File: config.mk
export PLATFORM = sky130hd
export DESIGN_NAME = spi_flash_read_ctrl
export DESIGN_NICKNAME = d
export VERILOG_FILES = /design/src/rtl/spi_flash_read_ctrl.sv
export SDC_FILE = /design/constraint.sdc
export NUM_CORES = 1
export LEC_CHECK = 0
export CORE_MARGIN = 5
export CORE_UTILIZATION = 50
export DETAILED_ROUTE_END_ITERATION = 6
export PLACE_DENSITY_LB_ADDON = 0.3
export SETUP_SLACK_MARGIN = 0.02
export SKIP_LAST_GASP = 1
export SLEW_MARGIN = 10
export SYNTH_ARGS = -nofsm -noshare
export SYNTH_HDL_FRONTEND = slang
export SYNTH_SLANG_ARGS = --single-unit
File: constraint.sdc
create_clock -name clk -period 5.1 [get_ports clk]
set_clock_uncertainty 0.2 [all_clocks]
set_input_delay 1.02 -clock clk [delete_from_list [all_inputs] [get_ports clk]]
set_output_delay 1.02 -clock clk [all_outputs]
set_load 0.05 [all_outputs]
File: src/rtl/spi_flash_read_ctrl.sv
// SPI mode-0 single-bit flash word reader: READ (0x03) + 24-bit address, 4 data bytes LE.
// Define SPI_FAST_READ_EN to issue FAST_READ (0x0B) with 8 dummy clocks instead.
module spi_flash_read_ctrl #(
    parameter int unsigned CLK_DIV = 2,
    parameter int unsigned CS_GAP  = 4
) (
    input  logic        clk,
    input  logic        rst_n,
    input  logic        req_valid,
    output logic        req_ready,
    input  logic [23:0] req_addr,
    input  logic        req_cs,
    output logic        rsp_valid,
    input  logic        rsp_ready,
    output logic [31:0] rsp_data,
    output logic        spi_clk,
    output logic [1:0]  spi_cs,
    output logic        spi_mosi,
    input  logic        spi_miso
);

`ifdef SPI_FAST_READ_EN
    localparam logic [7:0]  CMD    = 8'h0B;
    localparam int unsigned NBITS  = 72;
    localparam int unsigned DSTART = 40;
`else
    localparam logic [7:0]  CMD    = 8'h03;
    localparam int unsigned NBITS  = 64;
    localparam int unsigned DSTART = 32;
`endif

    localparam int unsigned     DIV_W     = (CLK_DIV > 1) ? $clog2(CLK_DIV) : 1;
    localparam int unsigned     GAP_W     = $clog2(CS_GAP + 1);
    localparam logic [DIV_W-1:0] DIV_LAST = DIV_W'(CLK_DIV - 1);
    localparam logic [GAP_W-1:0] GAP_DONE = GAP_W'(CS_GAP);
    localparam logic [6:0]      BIT_LAST  = 7'(NBITS - 1);
    localparam logic [6:0]      BIT_DATA  = 7'(DSTART);
    localparam logic [6:0]      BIT_ADDR  = 7'd31;

    typedef enum logic [1:0] {StIdle, StShift, StResp, StGap} state_e;

    state_e             r_state;
    state_e             w_state_next;
    logic [DIV_W-1:0]   r_div_cnt;
    logic [GAP_W-1:0]   r_gap_cnt;
    logic [6:0]         r_bit_cnt;
    logic [31:0]        r_shift;
    logic [31:0]        r_rsp_data;
    logic [1:0]         r_spi_cs;
    logic               r_spi_clk;
    logic               r_spi_mosi;
    logic               r_rsp_valid;
    logic               w_accept;
    logic               w_tick;
    logic               w_rise;
    logic               w_fall;
    logic               w_last;

    assign w_accept = req_valid && req_ready;
    assign w_tick   = (r_state == StShift) && (r_div_cnt == DIV_LAST);
    assign w_rise   = w_tick && !r_spi_clk;
    assign w_fall   = w_tick && r_spi_clk;
    assign w_last   = w_fall && (r_bit_cnt == BIT_LAST);

    always_ff @(posedge clk or negedge rst_n) begin
        if (!rst_n) begin
            r_state <= StIdle;
        end else begin
            r_state <= w_state_next;
        end
    end

    always_comb begin
        w_state_next = r_state;
        unique case (r_state)
            StIdle:  if (w_accept) w_state_next = StShift;
            StShift: if (w_last) w_state_next = StResp;
            StResp:  if (rsp_ready) w_state_next = StGap;
            StGap:   if (r_gap_cnt == GAP_DONE) w_state_next = StIdle;
            default: w_state_next = StIdle;
        endcase
    end

    always_comb begin
        req_ready = (r_state == StIdle) && (r_gap_cnt == GAP_DONE);
    end

    // Gap is timed from CS deassert, so it also runs while the response waits in StResp.
    always_ff @(posedge clk or negedge rst_n) begin
        if (!rst_n) begin
            r_gap_cnt <= GAP_DONE;
        end else if (w_last) begin
            r_gap_cnt <= '0;
        end else if (r_state != StShift && r_gap_cnt != GAP_DONE) begin
            r_gap_cnt <= r_gap_cnt + GAP_W'(1);
        end
    end

    always_ff @(posedge clk or negedge rst_n) begin
        if (!rst_n) begin
            r_spi_cs    <= 2'b11;
            r_spi_clk   <= 1'b0;
            r_spi_mosi  <= 1'b0;
            r_rsp_valid <= 1'b0;
            r_rsp_data  <= '0;
            r_shift     <= '0;
            r_bit_cnt   <= '0;
            r_div_cnt   <= '0;
        end else if (w_accept) begin
            r_spi_cs   <= req_cs ? 2'b01 : 2'b10;
            r_spi_clk  <= 1'b0;
            r_spi_mosi <= CMD[7];
            r_shift    <= {CMD, req_addr};
            r_bit_cnt  <= '0;
            r_div_cnt  <= '0;
        end else if (r_state == StShift) begin
            r_div_cnt <= w_tick ? '0 : r_div_cnt + DIV_W'(1);
            if (w_rise) begin
                r_spi_clk <= 1'b1;
                if (r_bit_cnt >= BIT_DATA) begin
                    r_shift <= {r_shift[30:0], spi_miso};
                end
            end
            if (w_fall) begin
                r_spi_clk <= 1'b0;
                r_bit_cnt <= r_bit_cnt + 7'd1;
                // r_shift[30] is the next command/address bit; zeros after bit 31.
                if (r_bit_cnt < BIT_ADDR) begin
                    r_spi_mosi <= r_shift[30];
                    r_shift    <= {r_shift[30:0], 1'b0};
                end else begin
                    r_spi_mosi <= 1'b0;
                end
                if (r_bit_cnt == BIT_LAST) begin
                    r_spi_cs    <= 2'b11;
                    r_rsp_valid <= 1'b1;
                    r_rsp_data  <= {r_shift[7:0], r_shift[15:8], r_shift[23:16], r_shift[31:24]};
                end
            end
        end else if (r_state == StResp && rsp_ready) begin
            r_rsp_valid <= 1'b0;
        end
    end

    assign spi_cs    = r_spi_cs;
    assign spi_clk   = r_spi_clk;
    assign spi_mosi  = r_spi_mosi;
    assign rsp_valid = r_rsp_valid;
    assign rsp_data  = r_rsp_data;

endmodule

==> results of run 1 <==
## cells in the final DEF (no fill, tap or decap), drive strengths merged, types with 2 or more instances in the layout
cell	netlist	final
dfrtp	79	79
clkdlybuf4s50	0	66
nor2	37	37
o21ai	34	34
mux2	33	33
a21oi	31	31
a31oi	23	23
nand2	12	12
clkbuf	12	10
ha	8	8
nand3	8	8
inv	7	7
buf	11	7
nor3	7	7
xnor2	5	5
nand4	5	5
mux2i	5	5
clkinv	0	4
and3	3	3
or3	3	3
dfstp	3	3
nor4	3	3
o211ai	2	2
xor2	2	2
## critical path, stage by stage (launching register included)
cell,delay [ns]
dfrtp_1,0.40
inv_1,0.13
ha_1,0.23
and3_1,0.17
clkdlybuf4s50_1,0.80
## cells in the mapped netlist
library cell | number | share of area, %
and3_1 | 3 | 0.51
buf_1 | 2 | 0.20
mux2_2 | 30 | 9.1
nor4_1 | 2 | 0.34
xnor2_1 | 5 | 1.2
dfstp_2 | 3 | 2.1
clkbuf_1 | 11 | 1.1
a22oi_1 | 1 | 0.20
a31oi_1 | 23 | 3.9
dfrtp_1 | 79 | 53
nor3_1 | 6 | 0.81
o211ai_1 | 2 | 0.40
inv_1 | 7 | 0.71
a222oi_1 | 1 | 0.27
or3_1 | 3 | 0.51
xor2_1 | 2 | 0.47
o21ai_0 | 34 | 4.6
buf_6 | 4 | 1.2
o31a_1 | 1 | 0.24
mux2_1 | 3 | 0.91
a21oi_1 | 31 | 4.2
and4_1 | 1 | 0.24
mux2i_1 | 5 | 1.4
nand2_1 | 12 | 1.2
nand3_1 | 7 | 0.94
nor4bb_1 | 1 | 0.27
nand3b_1 | 1 | 0.20
buf_2 | 5 | 0.67
nand4_1 | 5 | 0.84
clkbuf_2 | 1 | 0.13
nor2_1 | 37 | 3.7
ha_1 | 8 | 2.7
nor3_2 | 1 | 0.27
o211a_1 | 1 | 0.27
nand3_2 | 1 | 0.27
nor4_4 | 1 | 0.57
## metal layers
layer,vias to the layer above,track usage [%]
li1,1331,-
met4,0,9.72
met1,1445,24.2
met3,12,3.21
met2,88,31.5
met5,-,0
## cells by family (layout without fill, tap and decap cells)
logic type,count (synthesis),in the layout
buf+inv,30,96
simple gates,81,81
flops,82,82
mux,38,38
fa+ha+maj,8,8
compound gates,94,94
xor+xnor,7,7
## state kept, by name, indices dropped and copies added (netlist names)
register / flops
spi_mosi: 1
r_gap_cnt: 3
r_shift: 32
spi_clk: 1
r_state: 2
r_div_cnt: 1
spi_cs: 2
r_bit_cnt: 7
rsp_valid: 1
rsp_data: 32
## through the flow
stage          area [µm²]  setup WS (ns)
2_1_floorplan        3710           2.48
3_3_place_gp         4420           1.94
3_5_place_dp         4420           1.89
4_1_cts              4610           1.77
5_1_grt              4610           1.74
6_report             4610           1.80
## final cells by class
| cell class | instances | area, µm² | area share [%] |
|---|---|---|---|
| Clock inverter | 6 | 57.6 | 1.25 |
| Clock buffer | 10 | 128 | 2.77 |
| Inverter | 7 | 26.3 | 0.570 |
| Tap cell | 99 | 124 | 2.69 |
| Multi-Input combinational cell | 228 | 1500 | 32.6 |
| Timing Repair Buffer | 73 | 713 | 15.5 |
| Sequential cell | 82 | 2060 | 44.6 |
## worst max path at each step
stage / depth (start not counted) / end / slack (ns)
3_3_place_gp: 5 / r_shift[27]$_DFFE_PN0P_ / 1.94
5_1_grt: 4 / req_ready / 1.74
3_5_place_dp: 5 / r_shift[27]$_DFFE_PN0P_ / 1.89
6_report: 4 / req_ready / 1.80
2_1_floorplan: 5 / rsp_data[10]$_DFFE_PN0P_ / 2.48
4_1_cts: 4 / req_ready / 1.77
## power groups by stage
| stage | clock [mW] | combinational, mW | sequential, mW |
|---|---|---|---|
| CTS | 0.457 | 0.0369 | 0.650 |
| global placement | 0 | 0.0374 | 0.663 |
| floorplan | 0 | 0.000422 | 0.663 |
| global route | 0.485 | 0.0393 | 0.650 |
| detailed placement | 0 | 0.0367 | 0.663 |
| finish | 0.451 | 0.0357 | 0.650 |
==> impl_metrics.py, run 1 <==
metrics = {
    "outcome": {
        "status": "complete, no violations",
    },
    "clock_network": {
        "cts_root_buffer": "clkbuf_8",
        "cts.path.max_buffers": 2,
        "path_clk_slew_ns": 0.08,
        "post_cts_resized": 0,
        "cts_tree": "done",
        "numCtsBuffers": 9,
        "postCtsHoldBufs": 0,
        "post_cts_buffers": 0,
        "clock-sinks": 82,
        "htreeDepth": 3,
        "clock_latency_ns": 0.34,
    },
    "floorplanning": {
        "pin_count": 68,
        "num_rows": 31,
        "dieArea_um2": 9240,
        "core_um2": 7250,
        "die_w_um": 96.1,
        "start_util_pct": 51.1,
        "die_y_um": 96.1,
    },
    "finish": {
        "area_growth_pct": 24.2,
        "layout-drive-gt1-share_pct": 14.3,
        "post-route-util_pct": 63.5,
        "nFillCells": 607,
        "nets": 439,
        "instances_no_fill": 505,
        "diodes": 0,
    },
    "logic_synthesis": {
        "synthSimpleGateAreaFrac_pct": 10.7,
        "synth_fa_ha_area_share_pct": 2.70,
        "synth_top_family_by_area": "compound AO/OA/AOI/OAI gates",
        "syn_inst": 340,
        "ys_types": 36,
        "syn_area_per_cell_um2": 10.9,
        "synth.net_count": 378,
        "syn_area_um2": 3710,
        "muxShareOfSynthArea_pct": 11.4,
        "yosys.area_share.xor_xnor_pct": 1.65,
        "yosys_warnings": 0,
        "yosysSeqAreaShare_pct": 55.5,
        "synth-seq-cells": 82,
        "synth-compound-area-share_pct": 14.0,
    },
    "pwr": {
        "swShare_pct": 21.5,
        "total_power_mw": 1.14,
        "power_frac_clock_pct": 39.7,
        "p_seq_share_pct": 57.1,
        "power.density_nw_per_um2": 247,
        "switchingPower_mw": 0.245,
        "peakVddDrop_v": 0.000138,
        "internal_power_mw": 0.892,
        "power_leakage_nw": 2.04,
        "pwr-share-comb_pct": 3.1,
    },
    "grt": {
        "gr-usage-all-layers_pct": 19.1,
        "antenna_found_initial": 0,
        "grt.overflow.total": 0,
        "grt_pass1_vias": 2904,
        "grt_max_degree": 83,
        "grt_pass1_wl_um": 13600,
    },
    "route": {
        "drtPass1Iterations": 4,
        "wl_per_cell_um": 16.9,
        "routed.top_layer": "met4",
        "viasPerCell": 5.70,
        "dr_wl_met2_um": 4230,
        "vias": 2876,
        "routed_wirelength_um": 8520,
        "route.detailed.drc": 0,
        "drtIter0Drc": 194,
        "wl_met3_um": 415,
        "ant_nets": 0,
        "met1_length_um": 3730,
    },
    "worst_setup_path": {
        "ff2ff_setup_slack_ns": 2.14,
        "ff2ff_path_depth": 6,
        "r2r_start": "r_state[1]$_DFFE_PN0P_",
        "r2r-end": "r_shift[30]$_DFFE_PN0P_",
        "path_class": "reg -> out",
        "arrival_ns": 2.08,
        "crit_fanout": 5,
        "cp-startpoint": "r_state[0]$_DFFE_PN0P_",
        "required_ns": 3.88,
        "worstSetupEndpointType": "primary output",
        "start_kind": "register",
    },
    "place": {
        "place.gp.congestion": 0.770,
        "hpwlAfterDp_um": 5590,
        "place_inst": 489,
        "port_buffers": 67,
    },
    "timing": {
        "relSlewSlack_pct": 32.3,
        "hold_violations": 0,
        "rsz0062_at_grt": "false",
        "tns_ns": 0,
        "maxSlewViolCount": 0,
        "tightest_slew_ns": 1.01,
        "hold_slack_ns": 0.297,
        "finalSetupViolations": 0,
        "max_freq_ghz": 0.303,
        "fin_crit_sh_pct": 64.6,
        "fin_crit_ns": 3.30,
    },
    "min_path": {
        "hold_depth": 1,
        "min_to": "rsp_data[3]$_DFFE_PN0P_",
        "worstHoldPathType": "reg -> reg",
        "hold_start": "rsp_data[3]$_DFFE_PN0P_",
    },
    "job": {
        "drv_cap": 0,
    },
}
(Power assumes the default switching activity.)
==> run 2: changes to the inputs <==
- clock period: 5.1 -> 3.44 ns (I/O delays scaled with it)
==> impl_metrics.py, run 2 (synthesis results as in run 1) <==
metrics = {
    "grt": {
        "antenna_found_initial": 0,
        "grt_pass1_wl_um": 13800,
        "grt_pass1_vias": 2969,
        "grt.overflow.total": 0,
        "grt_max_degree": 83,
        "gr-usage-all-layers_pct": 19.3,
    },
    "outcome": {
        "status": "complete, no violations",
    },
    "worst_setup_path": {
        "path_class": "reg -> out",
        "path_buf_inv": 2,
        "worstSetupEndpointType": "primary output",
        "crit_cells": 4,
        "cp_slowest_cell": "clkdlybuf4s50_1",
        "r2r-end": "r_shift[5]$_DFFE_PN0P_",
        "r2r_start": "r_state[1]$_DFFE_PN0P_",
        "start_kind": "register",
        "required_ns": 2.55,
        "ff2ff_setup_slack_ns": 0.95,
        "cp_top_family": "buffers and inverters",
        "path_cells": "inv_1 > ha_1 > and3_1 > clkdlybuf4s50_1",
        "critPathMaxStageDelay_ns": 0.80,
        "arrival_ns": 2.09,
        "ff2ff_path_depth": 7,
        "crit_fanout": 5,
    },
    "min_path": {
        "hold_depth": 1,
        "hold_start": "rsp_data[21]$_DFFE_PN0P_",
        "worstHoldPathType": "reg -> reg",
        "min_to": "rsp_data[21]$_DFFE_PN0P_",
    },
    "clock_network": {
        "postCtsHoldBufs": 0,
        "cts.path.max_buffers": 2,
        "post_cts_buffers": 0,
        "post_cts_resized": 0,
        "cts_root_buffer": "clkbuf_8",
        "numCtsBuffers": 9,
        "cts_tree": "done",
        "clock_latency_ns": 0.35,
        "path_clk_slew_ns": 0.09,
        "clock-sinks": 82,
        "htreeDepth": 3,
    },
    "finish": {
        "post-route-util_pct": 64.8,
        "register_area_um2": 2060,
        "mostFrequentLayoutCells": "79 x dfrtp_1, 66 x clkdlybuf4s50_1, 37 x nor2_1",
        "multi_input_area_um2": 1500,
        "area_growth_pct": 26.8,
        "layout-drive-gt1-share_pct": 15.4,
        "diodes": 0,
        "layout_commonest_cell": "dfrtp_1",
        "nets": 443,
        "nFillCells": 591,
    },
    "floorplanning": {
        "start_util_pct": 51.1,
        "die_y_um": 96.1,
        "dieArea_um2": 9240,
        "die_w_um": 96.1,
        "core_um2": 7250,
        "pin_count": 68,
        "num_rows": 31,
    },
    "place": {
        "place.gp.congestion": 0.770,
        "port_buffers": 67,
        "hpwlAfterDp_um": 5760,
    },
    "route": {
        "routed_wirelength_um": 8590,
        "route.detailed.drc": 0,
        "ant_nets": 0,
        "drtIter0Drc": 167,
        "viasPerCell": 5.78,
        "wl_per_cell_um": 16.9,
        "vias": 2940,
        "drtPass1Iterations": 4,
    },
    "timing": {
        "maxSlewViolCount": 0,
        "rsz0062_at_grt": "false",
        "max_freq_ghz": 0.336,
        "tightest_slew_ns": 1.01,
        "fin_crit_sh_pct": 86.6,
        "tns_ns": 0,
        "relSlewSlack_pct": 32.5,
        "hold_violations": 0,
        "hold_slack_ns": 0.288,
        "finalSetupViolations": 0,
        "fin_crit_ns": 2.98,
    },
    "pwr": {
        "power_leakage_nw": 2.08,
        "total_power_mw": 1.82,
        "peakVddDrop_v": 0.000282,
        "power.density_nw_per_um2": 387,
    },
    "job": {
        "drv_cap": 0,
    },
}
## run 2: cell count changes in the layout (fill, tap and decap cells not counted), sizes merged
cell    before  now
bufinv       1    2
inv          7    8
clkinv       4    1
buf          7   11
clkbuf      10   11
## run 2: worst max path at each step
stage	from	to	slack, ns
final	r_state[0]$_DFFE_PN0P_	req_ready	0.46
after global placement	req_valid	rsp_data[11]$_DFFE_PN0P_	0.62
after CTS	r_state[0]$_DFFE_PN0P_	req_ready	0.45
after detailed placement	req_valid	rsp_data[13]$_DFFE_PN0P_	0.61
after floorplan	spi_clk$_DFFE_PN0P_	rsp_data[10]$_DFFE_PN0P_	1.15
after global routing	r_state[0]$_DFFE_PN0P_	req_ready	0.41
## run 2: layout make-up
cell class | count | share of cell area [%]
Sequential cell | 82 | 43.7
Multi-Input combinational cell | 228 | 31.9
Timing Repair Buffer | 77 | 16.1
Clock buffer | 11 | 3.22
Tap cell | 99 | 2.64
Clock inverter | 5 | 1.81
Inverter | 7 | 0.559
## run 2: per-layer routing
layer	GRT usage (%)	wire, µm
met5	0	0
met4	9.00	178
met3	3.13	514
met2	32.3	4270
met1	24.4	3620
## run 2: metrics by stage
step                setup WS, ns  instance area [µm²]  instances
CTS                        0.453                 4700        509
floorplan                   1.15                 3710        340
detailed placement         0.608                 4460        493
global placement           0.622                 4460        493
global route               0.410                 4700        509
finish                     0.460                 4700        509
## run 2: power breakdown
part / internal (mW) / switching (mW) / total, mW
sequential: 0.963 / 0 / 0.963
combinational: 0.0284 / 0.0231 / 0.0516
clock: 0.452 / 0.350 / 0.802
total: 1.44 / 0.373 / 1.82
==> run 3: changes to the inputs <==
- SLEW_MARGIN: 10 -> unset
- clock period: 3.44 -> 2.8 ns (I/O delays scaled with it)
==> impl_metrics.py, run 3 (synthesis results as in run 1) <==
metrics = {
    "worst_setup_path": {
        "path_cells": "clkdlybuf4s50_1",
        "critPathMaxStageDelay_ns": 0.85,
        "path_class": "reg -> out",
        "crit_fanout": 6,
        "path_buf_inv": 1,
        "cp_top_family": "buffers and inverters",
        "arrival_ns": 1.67,
        "required_ns": 2.04,
        "start_kind": "register",
        "worstSetupEndpointType": "primary output",
        "cp_slowest_cell": "clkdlybuf4s50_1",
    },
    "finish": {
        "layout-drive-gt1-share_pct": 16.1,
        "layout_commonest_cell": "dfrtp_1",
        "fin_area_um2": 4730,
        "diodes": 0,
        "nets": 448,
        "area_growth_pct": 27.6,
        "mostFrequentLayoutCells": "79 x dfrtp_1, 65 x clkdlybuf4s50_1, 37 x nor2_1",
    },
    "timing": {
        "fin_crit_ns": 2.43,
        "hold_violations": 0,
        "max_freq_ghz": 0.411,
        "maxSlewViolCount": 0,
        "fin_crit_sh_pct": 87.0,
        "tightest_slew_ns": 0.610,
        "rsz0062_at_grt": "false",
        "tns_ns": 0,
        "relSlewSlack_pct": 59.1,
        "finalSetupViolations": 0,
        "hold_slack_ns": 0.293,
    },
    "route": {
        "route.detailed.drc": 0,
        "wl_per_cell_um": 16.5,
        "ant_nets": 0,
        "drtIter0Drc": 174,
        "routed_wirelength_um": 8490,
        "drtPass1Iterations": 4,
        "viasPerCell": 5.66,
        "vias": 2907,
    },
    "clock_network": {
        "post_cts_buffers": 0,
        "cts_tree": "done",
        "postCtsHoldBufs": 1,
        "cts.path.max_buffers": 2,
        "cts_root_buffer": "clkbuf_8",
        "clock_latency_ns": 0.34,
        "post_cts_resized": 0,
        "clock-sinks": 82,
        "numCtsBuffers": 9,
        "htreeDepth": 3,
        "path_clk_slew_ns": 0.08,
    },
    "outcome": {
        "status": "complete, no violations",
    },
    "grt": {
        "grt_pass1_wl_um": 13500,
        "grt_pass1_vias": 2781,
        "antenna_found_initial": 0,
        "gr-usage-all-layers_pct": 18.9,
        "grt.overflow.total": 0,
        "grt_max_degree": 45,
    },
    "place": {
        "postPlaceCellArea_um2": 4500,
        "port_buffers": 67,
        "hpwlAfterDp_um": 5790,
        "place.gp.congestion": 0.814,
    },
    "floorplanning": {
        "num_rows": 31,
        "pin_count": 68,
        "core_um2": 7250,
        "die_w_um": 96.1,
        "start_util_pct": 51.1,
        "die_y_um": 96.1,
        "dieArea_um2": 9240,
    },
    "pwr": {
        "pwr-share-comb_pct": 3.1,
        "internal_power_mw": 1.73,
        "peakVddDrop_v": 0.000263,
        "total_power_mw": 2.18,
        "power_frac_clock_pct": 42.7,
        "power_leakage_nw": 2.10,
        "power.density_nw_per_um2": 461,
        "p_seq_share_pct": 54.2,
        "switchingPower_mw": 0.455,
        "swShare_pct": 20.9,
    },
    "min_path": {
        "worstHoldPathType": "reg -> reg",
    },
    "job": {
        "drv_cap": 0,
    },
}
## run 3: cell types whose count changed in the layout (fill, tap and decap cells not counted), sizes merged
cell | before | now
dlygate4sd3 | 0 | 1
clkinv | 1 | 2
clkdlybuf4s50 | 66 | 65
clkbuf | 11 | 10
buf | 11 | 16
## run 3: area by class of cell
type	count	area, µm²
Fill cell	591	2520
Sequential cell	82	2060
Multi-Input combinational cell	228	1500
Timing Repair Buffer	82	806
Clock buffer	10	128
Tap cell	99	124
Clock inverter	6	90.1
Inverter	7	26.3
## run 3: worst paths after layout
kind	cells after the start	to	slack, ns	start
max in group asynchronous	3	spi_cs[1]$_DFFE_PN1P_	1.22	rst_n
min in group asynchronous	2	r_shift[4]$_DFFE_PN0P_	0.53	rst_n
hold / removal	1	rsp_data[27]$_DFFE_PN0P_	0.29	rsp_data[27]$_DFFE_PN0P_
hold reg to reg	1	rsp_data[27]$_DFFE_PN0P_	0.29	rsp_data[27]$_DFFE_PN0P_
setup / recovery	1	spi_clk	0.37	spi_clk$_DFFE_PN0P_
setup reg to reg	6	rsp_data[30]$_DFFE_PN0P_	0.52	r_state[1]$_DFFE_PN0P_
## run 3: power by group through the flow
stage | logic [mW] | clock network (mW) | registers (mW)
5_1_grt | 0.0758 | 0.986 | 1.18
2_1_floorplan | 0.000768 | 0 | 1.21
4_1_cts | 0.0706 | 0.944 | 1.18
3_5_place_dp | 0.0693 | 0 | 1.21
3_3_place_gp | 0.0688 | 0 | 1.21
6_report | 0.0683 | 0.932 | 1.18
## run 3: per-layer routing
layer,part of all wire (%),up-vias,GRT usage [%]
met5,0,-,0
met4,1.0,0,6.87
met3,4.6,8,2.81
met2,50,89,31.0
met1,44,1460,25.5
li1,-,1350,-
## run 3: through the flow
stage | std cells | worst slack [ns] | utilization (%)
finish | 514 | 0.365 | 65.2
CTS | 514 | 0.344 | 65.2
floorplan | 340 | 0.511 | -
detailed placement | 497 | 0.245 | 62.1
global placement | 497 | 0.262 | 62.1
global route | 514 | 0.309 | 65.2
